<file path="src/rtl/sram_axi_bridge.sv">
// Bridges the CPU's instruction-fetch and data SRAM-like ports onto one AXI3 master.
// One single-beat transaction in flight at a time; data requests take priority over fetches.
module sram_axi_bridge #(
    parameter int ADDR_W = 32,
    parameter int DATA_W = 32
) (
    input  logic              clk,
    input  logic              rst,

    input  logic              inst_req,
    input  logic [ADDR_W-1:0] inst_addr,
    output logic              inst_addr_ok,
    output logic              inst_data_ok,
    output logic [DATA_W-1:0] inst_rdata,

    input  logic              data_req,
    input  logic              data_wr,
    input  logic [1:0]        data_size,
    input  logic [ADDR_W-1:0] data_addr,
    input  logic [DATA_W-1:0] data_wdata,
    output logic              data_addr_ok,
    output logic              data_data_ok,
    output logic [DATA_W-1:0] data_rdata,

    output logic [ADDR_W-1:0] araddr,
    output logic [2:0]        arsize,
    output logic              arvalid,
    input  logic              arready,
    input  logic [DATA_W-1:0] rdata,
    input  logic              rvalid,
    output logic              rready,

    output logic [ADDR_W-1:0] awaddr,
    output logic [2:0]        awsize,
    output logic              awvalid,
    input  logic              awready,
    output logic [DATA_W-1:0] wdata,
    output logic [3:0]        wstrb,
    output logic              wvalid,
    input  logic              wready,
    input  logic              bvalid,
    output logic              bready,

    output logic [2:0]        state_dbg
);

    typedef enum logic [2:0] {
        IDLE  = 3'd0,
        RD_AR = 3'd1,
        RD_R  = 3'd2,
        WR_AW = 3'd3,
        WR_B  = 3'd4
    } state_t;

    state_t            state;
    logic [ADDR_W-1:0] addr_r;
    logic [2:0]        size_r;
    logic [DATA_W-1:0] wdata_r;
    logic              owner_data;
    logic              aw_done;
    logic              w_done;

    // Every channel transfers on a rising edge where both valid and ready are high.
    // The bridge never drops a valid it has raised until that transfer happens,
    // and it never makes its own valid depend on the slave's ready.
    logic ar_hs;
    logic r_hs;
    logic aw_hs;
    logic w_hs;
    logic b_hs;

    assign ar_hs = arvalid & arready;
    assign r_hs  = rvalid  & rready;
    assign aw_hs = awvalid & awready;
    assign w_hs  = wvalid  & wready;
    assign b_hs  = bvalid  & bready;

    // Acceptance is combinational so a request can be taken in the same cycle it appears.
    assign data_addr_ok = (state == IDLE) & data_req;
    assign inst_addr_ok = (state == IDLE) & inst_req & ~data_req;

    assign araddr    = addr_r;
    assign arsize    = size_r;
    assign awaddr    = addr_r;
    assign awsize    = size_r;
    assign wdata     = wdata_r;
    assign state_dbg = state;

    always_comb begin
        wstrb = 4'b0000;
        case (size_r[1:0])
            2'd0:    wstrb = 4'b0001 << addr_r[1:0];
            2'd1:    wstrb = 4'b0011 << addr_r[1:0];
            default: wstrb = 4'b1111;
        endcase
    end

    always_ff @(posedge clk) begin
        if (rst) begin
            state        <= IDLE;
            addr_r       <= '0;
            size_r       <= '0;
            wdata_r      <= '0;
            owner_data   <= 1'b0;
            aw_done      <= 1'b0;
            w_done       <= 1'b0;
            arvalid      <= 1'b0;
            rready       <= 1'b0;
            awvalid      <= 1'b0;
            wvalid       <= 1'b0;
            bready       <= 1'b0;
            inst_data_ok <= 1'b0;
            data_data_ok <= 1'b0;
            inst_rdata   <= '0;
            data_rdata   <= '0;
        end else begin
            inst_data_ok <= 1'b0;
            data_data_ok <= 1'b0;
            case (state)
                IDLE: begin
                    if (data_addr_ok) begin
                        addr_r     <= data_addr;
                        size_r     <= {1'b0, data_size};
                        wdata_r    <= data_wdata;
                        owner_data <= 1'b1;
                        if (data_wr) begin
                            state   <= WR_AW;
                            awvalid <= 1'b1;
                            wvalid  <= 1'b1;
                            aw_done <= 1'b0;
                            w_done  <= 1'b0;
                        end else begin
                            state   <= RD_AR;
                            arvalid <= 1'b1;
                        end
                    end else if (inst_addr_ok) begin
                        addr_r     <= inst_addr;
                        size_r     <= 3'd2;
                        owner_data <= 1'b0;
                        state      <= RD_AR;
                        arvalid    <= 1'b1;
                    end
                end
                RD_AR: begin
                    if (ar_hs) begin
                        arvalid <= 1'b0;
                        rready  <= 1'b1;
                        state   <= RD_R;
                    end
                end
                RD_R: begin
                    if (r_hs) begin
                        rready <= 1'b0;
                        state  <= IDLE;
                        if (owner_data) begin
                            data_rdata   <= rdata;
                            data_data_ok <= 1'b1;
                        end else begin
                            inst_rdata   <= rdata;
                            inst_data_ok <= 1'b1;
                        end
                    end
                end
                WR_AW: begin
                    // AW and W complete independently; move on once both have gone.
                    if (aw_hs) begin
                        awvalid <= 1'b0;
                        aw_done <= 1'b1;
                    end
                    if (w_hs) begin
                        wvalid <= 1'b0;
                        w_done <= 1'b1;
                    end
                    if ((aw_done | aw_hs) & (w_done | w_hs)) begin
                        bready <= 1'b1;
                        state  <= WR_B;
                    end
                end
                WR_B: begin
                    if (b_hs) begin
                        bready       <= 1'b0;
                        data_data_ok <= 1'b1;
                        state        <= IDLE;
                    end
                end
                default: state <= IDLE;
            endcase
        end
    end

endmodule
</file>
<file path="config.mk">
export PLATFORM = sky130hd
export DESIGN_NAME = sram_axi_bridge
export DESIGN_NICKNAME = d
export VERILOG_FILES = /design/src/rtl/sram_axi_bridge.sv
export SDC_FILE = /design/constraint.sdc
export NUM_CORES = 1
export LEC_CHECK = 0
export CAP_MARGIN = 25
export CELL_PAD_IN_SITES_DETAIL_PLACEMENT = 1
export CELL_PAD_IN_SITES_GLOBAL_PLACEMENT = 2
export CORE_MARGIN = 2
export CORE_UTILIZATION = 24
export CTS_BUF_LIST = sky130_fd_sc_hd__clkbuf_16
export CTS_CLUSTER_SIZE = 8
export DETAILED_ROUTE_END_ITERATION = 10
export GPL_TIMING_DRIVEN = 0
export HOLD_SLACK_MARGIN = 0.15
export PLACE_DENSITY = 0.87
export SYNTH_ARGS = -nofsm -noshare
export SYNTH_HDL_FRONTEND = slang
export SYNTH_SLANG_ARGS = --single-unit
</file>
<file path="constraint.sdc">
create_clock -name clk -period 4.35 [get_ports clk]
set_clock_uncertainty 0.15 [all_clocks]
set_input_delay 0.87 -clock clk [delete_from_list [all_inputs] [get_ports clk]]
set_output_delay 0.87 -clock clk [all_outputs]
set_load 0.1 [all_outputs]
</file>
# Yosys cells after proc, flatten, opt, wreduce, memory -nomap -nowiden
# Cells that the tools add are included.
[op_classes]
eq_ne = 15
shifts = 2
mux = 43
n_bitwise = 15
n_reduce_logical = 18
[op_table]
columns = ["cell", "count"]
rows = [
  ["two-way mux 32 bit", 2],
  ["two-way mux 3 bit", 8],
  ["two-way mux 1 bit", 22],
  ["inequality test 2 bit (second input constant)", 8],
  ["one-hot mux 1 bit (2 select lines)", 8],
  ["one-hot mux 3 bit (5 select lines)", 1],
  ["AND reduction 3 bit", 4],
  ["AND reduction 4 bit", 3],
  ["nonzero test 2 bit", 5],
  ["AND 1 bit", 9],
  ["one-hot mux 4 bit (2 select lines)", 1],
  ["== test 3 x 2 -> 1 bit (second input constant)", 2],
  ["inequality test 3 bit (second input constant)", 2],
  ["AND reduction 5 bit", 1],
  ["NOT 1 bit", 4],
  ["AND reduction 2 bit", 2],
  ["left shift 1 x 2 -> 4 bit (first input constant)", 1],
  ["left shift 2 x 2 -> 4 bit (first input constant)", 1],
  ["== test 3 x 1 -> 1 bit (second input constant)", 1],
  ["== test 3 bit (second input constant)", 1],
  ["logical NOT 3 bit", 1],
  ["OR reduction 3 bit", 1],
  ["== test 2 x 1 -> 1 bit (second input constant)", 1],
  ["logical NOT 2 bit", 1],
  ["2 further kinds", 3],
]
[totals]
regBits = 144
inputBits = 140
out_inout_bits = 182
word_cells = 109

# Depth between registers and ports, before layout
[logic_depth]
word_depth = 6
mapped_depth = 7
mapped_depth_nobuf = 4

# Worst setup path after synthesis
# Ideal clock, no wire load.
[synth_timing]
path_kind = "register to output"
from = "register addr_r[0], in the netlist araddr[0]"
to = "output wstrb[2]"
t_arrival_ps = 3264
t_required_ps = 3330
slack_ps = 66
stages_incl_launch_ff = 3
path_buffers = 0
path_cell_list = "dfxtp_1 nand2_1 o21ai_0"
[synth_via]
elab_chain_len = 2
elab_cells_between_ends = 3
cone_classes = "2 x shift; 1 x mux"
[synth_lines]
columns = ["element", "line_no", "rtl"]
rows = [
  ["start: declaration", "56", "logic [ADDR_W-1:0] addr_r;"],
  ["start signal: assignment", "122", "addr_r <= data_addr;"],
  ["start signal: assignment", "137", "addr_r <= inst_addr;"],
  ["left shift 2 x 2 -> 4 bit or left shift 1 x 2 -> 4 bit (tied branches)", "93, 92", ""],
  ["one-hot mux 4 bit (2 select lines) (*)", "91", "case (size_r[1:0])"],
  ["end: declaration", "38", "output logic [3:0] wstrb,"],
]
# Mark *: on every way between the ends. The rest lies on a longest branch, timed or not.

# Worst setup path in the final report
[layout_timing]
from = "input data_req"
to = "output data_addr_ok"
[layout_via]
elab_chain_len = 1
[layout_lines]
columns = ["element", "line_no", "rtl"]
rows = [
  ["start: declaration", "16", "input logic data_req,"],
  ["AND 1 bit", "79", "assign data_addr_ok = (state == IDLE) & data_req;"],
  ["end: declaration", "21", "output logic data_addr_ok,"],
]
# No other way between the ends.

==> results.md <==
- Status: finished, final reports clean
- Final-layout fill cell count: 3033
- Startpoint types: primary input
- Syn_area_per_cell: about 9.4 um2
- Endpoints failing setup: 0
- Final Core Density: 40.0%
- Global-route wire length before repair: 37.4 mm
- CP Class: in -> out
- Count of cell types in the netlist: 38
- Drt initial violations: 167
- Register bit total from synthesis: 143
- Setup Fix Bufs, Post-CTS: 0
- R2R depth: 5
- Routed vias/inst: 4.43
- Pwr dens: 457 nW/um2
- Final WL: 24.4 mm
- Slew headroom: between 20% and 30%
- CTS max path bufs: 2
- H-Tree Depth: 4
- Post-synthesis sequential area ratio: 44.0%
- Asr flop ratio synth: 0%
- Most common cell after layout, fill and taps aside: clkdlybuf4s50_1
- Num ports: 322
- Final Hold Fails: 0
- First-pass DRT Iterations: 4
- Post-route ant nets: 0
- Full die area: 28400 um2
- TritonCTS clock tree: yes
- CTS Sinks: 143
- Layout cells sized above 1: 15.0%
- P_leak: 4.02 nW
- Ys Warns: 0
- EDFF count, synth: 0
- RSZ-0062 raised after global routing: no
- Worst reg2reg path endpoint: data_rdata[26]$_SDFFE_PP0P_
- Hold Path Class: reg -> reg
- Hold depth: 2
- Die width: 169 um
- Layout net count: roughly 1200
- Total CTS buffers: 17
- Fmax: approximately 0.24 GHz
- Vias: 6124
- Total power: 4.90 mW
- Antenna Diode Count: 0
- Maximum VDD drop: 248 uV
- Total gr overflow: 0
- HP Start: wdata[1]$_SDFFE_PP0P_
- Mapped Area: 6500 um2
- DRC: 0
- Slew Limit Fails: 0
- WP data required: 3330 ps
- Final Cycle Share: 96.3%
- Core area: 26800 um2
- Clock slew at reported path FFs: 60 ps
- IO Port Bufs: 317
- Worst Tran Pin Value: approximately 1100 ps
- Largest net degree at the start of global routing: 17
- Worst r2r src: state_dbg[2]$_SDFFE_PP0P_
- Antenna violations before repair: 0
- Worst-path fanout max: 10
- Top_reg_cell synth: dfxtp_1
- Initial core utilization: between 20% and 30%
- Syn Inst Count: 689
- Vias in the first global route: around 6500
- Worst skew pair latency: ~420 ps
- Final worst setup slack: 163 ps
- Hold Crit Endpoint: wdata[1]$_SDFFE_PP0P_
- Row count: 60
- RePlAce Congestion: 0.779
- Detail Placement HPWL: 18.9 mm
- Area grow syn2layout: 64.8%
- Setup TNS Final: 0 ps
- Root buf cell: clkbuf_16
- Die Span Y: 169 um
- Most frequent cells in the layout: clkdlybuf4s50_1 (316), dfxtp_1 (143), nand2b_1 (99)
- GRT Overall Usage: 17.0%
- Max-Cap Viols: 0
- Reg2reg setup slack: 2280 ps
- Fin crit period: 4190 ps
- DR WL/cell: 17.7 um
- CP arrival: 3170 ps
- Setup crit end kind: output port
- Worst slack, placed: 25.0 ps
## worst max path at each step
stage | to | from | slack, ps
2_1_floorplan | wstrb[2] | araddr[0]$_SDFFE_PP0P_ | 70
5_1_grt | data_addr_ok | data_req | 80
3_3_place_gp | inst_addr_ok | inst_req | 40
6_report | data_addr_ok | data_req | 160
3_5_place_dp | inst_addr_ok | inst_req | 30
4_1_cts | inst_addr_ok | inst_req | 20
## cell usage after synthesis (all sizes together) (2+ instances only)
cell type / n / share of area [%]
nand2: 69 / 5.1
nand2b: 99 / 9.5
o2bb2ai: 28 / 3.8
nor2: 32 / 1.8
o21ai: 7 / 0.54
a31oi: 5 / 0.48
nor3: 4 / 0.46
o21bai: 2 / 0.23
o22ai: 5 / 0.48
buf: 61 / 7.3
nor3b: 7 / 0.81
mux2i: 64 / 9.8
a21oi: 74 / 7.4
dfxtp: 143 / 44
and3: 2 / 0.19
nand3: 3 / 0.23
inv: 5 / 0.29
or3: 3 / 0.29
o21ba: 2 / 0.31
clkbuf: 32 / 1.8
a211oi: 32 / 3.7
## worst max-delay path, cell delays in order
cell	delay (ps)
buf_2	210
or4b_1	470
buf_4	200
clkinv_4	120
buf_12	150
clkdlybuf4s50_1	1130
## state kept, by name, summed over array words and instances, names as in the netlist, 2 cells and up
signal      count
inst_rdata     32
state_dbg       3
araddr         32
data_rdata     32
arsize          2
wdata          32
## timing repair
action | 4_1_cts | 5_1_grt
endpoints found under the setup margin | 0 | 1
gates resized for setup | 0 | 1
hold buffers | 0 | 0
## area by class of cell
type | instances | area, um2 | share of cell area (%)
timing repair buffer | 318 | 3200 | 29.9
multi-input combinational | 448 | 3020 | 28.2
clock buffer | 17 | 425 | 3.97
inverter | 6 | 27.5 | 0.257
buffer | 93 | 597 | 5.57
clock inverter | 15 | 159 | 1.48
sequential | 143 | 2860 | 26.7
tap | 341 | 427 | 3.98
## through the flow
step / instance area, um2 / hold slack (ps) / cells
2_1_floorplan: 6510 / 304 / 690
3_5_place_dp: 10100 / 299 / 1349
6_report: 10700 / 307 / 1381
5_1_grt: 10700 / 333 / 1381
3_3_place_gp: 10100 / 293 / 1348
4_1_cts: 10700 / 308 / 1381
## report_power, final
part,switching [mW],leakage [nW],internal [mW]
Combinational,1.39,2.58,0.548
Sequential,0.0795,1.17,1.39
Clock,0.629,0.278,0.853
Total,2.10,4.02,2.80
## per-layer routing
layer  GRT usage, %  share of wire [%]
met1           19.3                 42
met2           31.0                 50
met4           4.46                1.2
met5              0                  0
met3           5.17                6.9
## kinds of logic after synthesis
family / share of synthesized area, %
and+or+nand+nor: 19.1
muxes: 9.85
DFF: 44.0
other: 0.0576
buffers and inverters: 9.60
AOI/OAI and AO/OA: 17.3
(Power assumes the default switching activity.)
